$ cat config.mk
export PLATFORM = sky130hd
export DESIGN_NAME = beep_sched
export DESIGN_NICKNAME = d
export VERILOG_FILES = /design/src/rtl/beep_sched_pkg.sv /design/src/rtl/beep_sched_tick_detect.sv /design/src/rtl/beep_sched.sv
export SDC_FILE = /design/constraint.sdc
export NUM_CORES = 1
export LEC_CHECK = 0
export CAP_MARGIN = 20
export CORE_MARGIN = 2
export CORE_UTILIZATION = 45
export CTS_CLUSTER_DIAMETER = 50
export DETAILED_ROUTE_END_ITERATION = 7
export GPL_TIMING_DRIVEN = 0
export PLACE_DENSITY = 0.76
export SLEW_MARGIN = 20
export SYNTH_ARGS = -nofsm -noshare
export SYNTH_HDL_FRONTEND = slang
export SYNTH_SLANG_ARGS = --single-unit
$ cat constraint.sdc
create_clock -name clk -period 2.1 [get_ports clk]
set_input_delay 0.315 -clock clk [delete_from_list [all_inputs] [get_ports clk]]
set_output_delay 0.315 -clock clk [all_outputs]
set_load 0.02 [all_outputs]
$ cat src/rtl/beep_sched_pkg.sv
`default_nettype none
// ============================================================================
//  Module   : beep_sched_pkg
//  Purpose  : Shared definitions for the buzzer sequencer: state encodings,
//             owner codes and a small state-class helper.
//  Ports    : none (package)
//  Revision : 1.0  initial release
// ============================================================================
package beep_sched_pkg;

  typedef enum logic [2:0] {
    BS_IDLE     = 3'd0,
    BS_FALL     = 3'd1,
    BS_WIN_ON   = 3'd2,
    BS_WIN_OFF  = 3'd3,
    BS_WIN_TAIL = 3'd4
  } bs_state_t;

  localparam logic [1:0] OWN_CD   = 2'd0;
  localparam logic [1:0] OWN_FALL = 2'd1;
  localparam logic [1:0] OWN_WIN  = 2'd2;

  // True for any state belonging to the win fanfare.
  function automatic logic is_win(input bs_state_t s);
    return (s == BS_WIN_ON) || (s == BS_WIN_OFF) || (s == BS_WIN_TAIL);
  endfunction

endpackage
`default_nettype wire

$ cat src/rtl/beep_sched_tick_detect.sv
`default_nettype none
// ============================================================================
//  Module   : tick_detect
//  Purpose  : Turns the 1/8-second phase counter into a one-clk tick. Any
//             change of the phase (single step, wrap, or multi-step jump)
//             yields exactly one tick.
//  Ports    : clk        system clock
//             rst        asynchronous reset, active low
//             remainder  1/8-second phase input
//             tick       high for one clk when remainder differs from the
//                        copy registered on the previous clk
//  Revision : 1.0  initial release
// ============================================================================
module tick_detect (
  input  logic       clk,
  input  logic       rst,
  input  logic [2:0] remainder,
  output logic       tick
);

  logic [2:0] remainder_q;

  always_ff @(posedge clk or negedge rst) begin
    if (!rst) remainder_q <= 3'd0;
    else      remainder_q <= remainder;
  end

  assign tick = (remainder != remainder_q);

endmodule
`default_nettype wire

$ cat src/rtl/beep_sched.sv
`default_nettype none
// ============================================================================
//  Module   : beep_sched
//  Purpose  : Arbitrates the single active-low buzzer between the countdown
//             beeper (level passthrough), the fall chirp and the win fanfare.
//             The win fanfare preempts a fall chirp; the fanfare itself is
//             never interrupted.
//  Ports    : clk        system clock
//             rst        asynchronous reset, active low
//             remainder  1/8-second phase; each change is one tick
//             cd_beep_n  countdown beeper request (active low, level)
//             req_fall   one-clk pulse: play fall chirp
//             req_win    one-clk pulse: play win fanfare
//             mute       forces buzzer silent, sequencing continues
//             beep       buzzer drive (active low, registered)
//             busy       a chirp or fanfare is in progress
//             owner      0 countdown/idle, 1 fall, 2 win
//             done       one-clk pulse when a sequence completes normally
//  Revision : 1.0  initial release
// ============================================================================
module beep_sched
  import beep_sched_pkg::*;
#(
  parameter int FALL_LEN  = 2,
  parameter int NOTE_LEN  = 1,
  parameter int WIN_NOTES = 3,
  parameter int TAIL_LEN  = 4
) (
  input  logic       clk,
  input  logic       rst,
  input  logic [2:0] remainder,
  input  logic       cd_beep_n,
  input  logic       req_fall,
  input  logic       req_win,
  input  logic       mute,
  output logic       beep,
  output logic       busy,
  output logic [1:0] owner,
  output logic       done
);

  // A state of length N leaves on the tick that finds tick_cnt at N-1.
  localparam logic [3:0] FALL_LAST  = 4'(FALL_LEN - 1);
  localparam logic [3:0] NOTE_LAST  = 4'(NOTE_LEN - 1);
  localparam logic [3:0] TAIL_LAST  = 4'(TAIL_LEN - 1);
  localparam logic [3:0] NOTES_LAST = 4'(WIN_NOTES - 1);

  bs_state_t  state, state_nx;
  logic [3:0] tick_cnt;
  logic [3:0] note_cnt, note_cnt_nx;
  logic       pend_fall, pend_fall_nx;
  logic       pend_win, pend_win_nx;
  logic       beep_nx, done_nx;
  logic       tick;

  tick_detect u_tick_detect (
    .clk       (clk),
    .rst       (rst),
    .remainder (remainder),
    .tick      (tick)
  );

  always_comb begin
    state_nx    = state;
    note_cnt_nx = note_cnt;
    done_nx     = 1'b0;
    // Requests are latched first; state transitions below may clear them.
    pend_win_nx  = pend_win  | (req_win  & ~is_win(state));
    pend_fall_nx = pend_fall | (req_fall & ((state == BS_IDLE) || (state == BS_FALL)));

    case (state)
      BS_IDLE: begin
        if (pend_win) begin
          state_nx     = BS_WIN_ON;
          note_cnt_nx  = 4'd0;
          pend_win_nx  = 1'b0;
          pend_fall_nx = 1'b0;
        end else if (pend_fall) begin
          state_nx     = BS_FALL;
          // A fresh req_fall in the same clk re-arms for a replay.
          pend_fall_nx = req_fall;
        end
      end
      BS_FALL: begin
        if (pend_win) begin
          // Preemption: the chirp and any re-armed chirp are dropped.
          state_nx     = BS_WIN_ON;
          note_cnt_nx  = 4'd0;
          pend_win_nx  = 1'b0;
          pend_fall_nx = 1'b0;
        end else if (tick && (tick_cnt == FALL_LAST)) begin
          state_nx = BS_IDLE;
          done_nx  = 1'b1;
        end
      end
      BS_WIN_ON: begin
        if (tick && (tick_cnt == NOTE_LAST)) state_nx = BS_WIN_OFF;
      end
      BS_WIN_OFF: begin
        if (tick && (tick_cnt == NOTE_LAST)) begin
          if (note_cnt == NOTES_LAST) begin
            state_nx = BS_WIN_TAIL;
          end else begin
            state_nx    = BS_WIN_ON;
            note_cnt_nx = note_cnt + 4'd1;
          end
        end
      end
      BS_WIN_TAIL: begin
        if (tick && (tick_cnt == TAIL_LAST)) begin
          state_nx = BS_IDLE;
          done_nx  = 1'b1;
        end
      end
      default: state_nx = BS_IDLE;
    endcase

    // Output is decided from the current state, so beep lags it by one clk.
    if (mute) begin
      beep_nx = 1'b1;
    end else begin
      case (state)
        BS_IDLE:                         beep_nx = cd_beep_n;
        BS_FALL, BS_WIN_ON, BS_WIN_TAIL: beep_nx = 1'b0;
        default:                         beep_nx = 1'b1;
      endcase
    end
  end

  always_ff @(posedge clk or negedge rst) begin
    if (!rst) begin
      state     <= BS_IDLE;
      tick_cnt  <= 4'd0;
      note_cnt  <= 4'd0;
      pend_fall <= 1'b0;
      pend_win  <= 1'b0;
      beep      <= 1'b1;
      done      <= 1'b0;
    end else begin
      state     <= state_nx;
      note_cnt  <= note_cnt_nx;
      pend_fall <= pend_fall_nx;
      pend_win  <= pend_win_nx;
      beep      <= beep_nx;
      done      <= done_nx;
      if (state_nx != state) tick_cnt <= 4'd0;
      else if (tick)         tick_cnt <= tick_cnt + 4'd1;
    end
  end

  assign busy = (state != BS_IDLE);

  always_comb begin
    case (state)
      BS_FALL:                            owner = OWN_FALL;
      BS_WIN_ON, BS_WIN_OFF, BS_WIN_TAIL: owner = OWN_WIN;
      default:                            owner = OWN_CD;
    endcase
  end

endmodule
`default_nettype wire

==> impl_metrics.ini <==
[critical_path]
rr_endpoint = tick_cnt[0]$_DFFE_PN0P_
critPathCaptureType = primary output
crit_type = flip-flop to primary output
critPathMaxFanout = 10
r2r_slack_ns = 0.31
startpoint = state[1]$_DFF_PN0_
rr_worst_depth = 4
cp.required_ns = 1.78
cp.arrival_ns = 1.63
worstSetupStartpointType = flip-flop
r2r_start = u_tick_detect.remainder_q[0]$_DFF_PN0_

[grt]
antenna_found_initial = 0
grt_pass1_vias = 874
grt_pass1_wl_um = 3770
gr-total-overflow = 0
grt_util_met2_pct = 33.5
met1_usage_pct = 21.3
grt_max_degree = 19
grt.busiest_layer = met2
gr-usage-met3_pct = 6.00
track_usage_pct = 18.8

[die]
start_util_pct = 47.8
die_w_um = 52.7
core_sq_mm = 0.00223
die_area_sq_mm = 0.00278
ios = 14
die_h_um = 52.7
num_rows = 17

[timing]
clock.fmax_ghz = 0.514
hold_viol = 0
final.period_utilization_pct = 92.7
slew_headroom_pct = 45.5
worst_pin_slew_ns = 0.815
slew_viol_final = 0
setup_viol = 0
skew_ns = 0.00110
rsz0062_at_grt = no
period_needed_ns = 1.95

[drt]
drc = 0
antenna_left = 0
vias_per_cell = 5.75
initialDrtViolationCount = 20
wl_um = 2130
drtPass1Iterations = 4
via_count = 902
wl_per_cell_um = 13.6

[pwr]
power_leakage_nw = 0.588
p_per_area_mw_per_mm2 = 1280
total_power_w = 0.00165
ir_drop_mv = 0.773

[final_layout]
n_antenna_cell = 0
final_cell_mix = dfrtp_1 (16), nand2_1 (12), clkdlybuf4s50_1 (10)
nets = 144
fin_cells = 157
area_growth_syn_to_layout_pct = 20.1
drive_gt1_share_pct = 11.6
final_common_cell = dfrtp_1

[place]
dpl.hpwl_um = 1580
place_congestion = 0.809
io_buffer_count = 13
dp_cells = 153

[flow_run]
drv_cap = 0

[yosys]
yosys.cell_types.count = 40
synth_top_cell_by_area = dfrtp_1
synth_xor_xnor_area_share_pct = 4.92
yosys_warnings = 0
synth_fp_nets = 126
synth_edf_count = 0
ys_ff_latch = 18
synth_compound_area_share_pct = 18.6
synth_top_area_share_pct = 39.8
synth-adder-area-share_pct = 5.85
netlist_area_sq_mm = 0.00107
ys.flop_type = dfrtp_1
syn_area_per_cell_sq_um = 9.54
synth_mux_area_share_pct = 4.68
synth_top_family_by_area = simple AND/OR/NAND/NOR gates
synth.area.top_cells = dfrtp_1 (40%), ha_1 (5.9%), mux2i_1 (4.7%)
synthSimpleGateAreaFrac_pct = 19.1
synth_seq_area_share_pct = 42.3
netlist_instances = 112
synthArstFlopShare_pct = 100

[clock_tree]
ctsHoldBuffers = 0
cts_made_buffers = 3
root_buffer = clkbuf_4
clock_sinks = 18
clkTransAtPathRegs_ns = 0.10
cts_tree = yes
insertion_delay_ns = 0.30
h-tree-depth = 1
cts_max_path_buffers = 2

[hold_path]
holdCritPathClass = input pin to async pin

[run_status]
status = finished clean
metal layers:
| layer | up-vias | share of wire, % | wire length, um |
|---|---|---|---|
| li1 | 441 | - | - |
| met1 | 434 | 46 | 970 |
| met2 | 23 | 48 | 1030 |
| met3 | 4 | 4.9 | 104 |
| met4 | 0 | 0.99 | 21 |
| met5 | - | 0 | 0 |
through the flow:
step	worst slack, ns	setup TNS, ns	cell area, sq um	hold WS, ns	util [%]
after floorplan	0.515	0	1070	0.0194	-
after global placement	-0.0479	-0.173	1230	0.511	55.2
after detailed placement	-0.107	-0.384	1230	0.532	55.2
after CTS	0.0376	0	1270	0.486	56.8
after global routing	0.0549	0	1280	0.489	57.5
final	0.154	0	1280	0.476	57.5
how the worst max path moves through the flow:
| stage | endpoint | slack (ns) |
|---|---|---|
| after floorplan | tick_cnt[0]$_DFFE_PN0P_ | 0.51 |
| after CTS | busy | 0.04 |
| after detailed placement | tick_cnt[0]$_DFFE_PN0P_ | -0.11 |
| after global placement | tick_cnt[2]$_DFFE_PN0P_ | -0.05 |
| final | owner[1] | 0.15 |
| after global routing | owner[1] | 0.05 |
flip-flops by register name, indices dropped and copies added, names as in the netlist:
register,cells
note_cnt,4
tick_cnt,4
state,3
u_tick_detect.remainder_q,3
beep,1
done,1
pend_fall,1
pend_win,1
critical path, stage by stage (launching register included):
cell	delay [ns]
dfrtp_1	0.43
clkbuf_4	0.21
nor2_2	0.18
nand2_1	0.11
nand2_1	0.08
dlygate4sd2_1	0.33
cells in the mapped netlist, types with 4 or more instances:
master,count
nand3_1,5
dfrtp_1,17
inv_1,8
nor3_1,5
nor2_1,5
a21oi_1,4
nand2_1,12
mux2i_1,5
ha_1,5
xor2_1,5
layout make-up:
class	instances	area [sq um]
Clock buffer	4	36.3
Multi-Input combinational cell	82	571
Timing Repair Buffer	14	141
Sequential cell	18	453
Buffer	3	17.5
Fill cell	210	950
Inverter	8	30.0
Tap cell	28	35.0
kinds of logic after synthesis:
group,Yosys count
xor+xnor,6
simple gates,40
buf+inv,12
compound gates,26
fa+ha+maj,5
flops,18
mux,5
power breakdown:
group | internal, W | total, W | switching (W)
logic | 0.000373 | 0.000877 | 0.000504
clock network | 0.000106 | 0.000218 | 0.000112
registers | 0.000461 | 0.000552 | 0.0000911
what timing repair did:
| item | in CTS | in global routing |
|---|---|---|
| gates resized for setup | 3 | 3 |
| setup buffers | 0 | 1 |
| pin swaps | 0 | 0 |
| endpoints found under the setup margin | 3 | 2 |
| endpoints found under the hold margin | 0 | 0 |
Power figures use the tool's default switching activity.
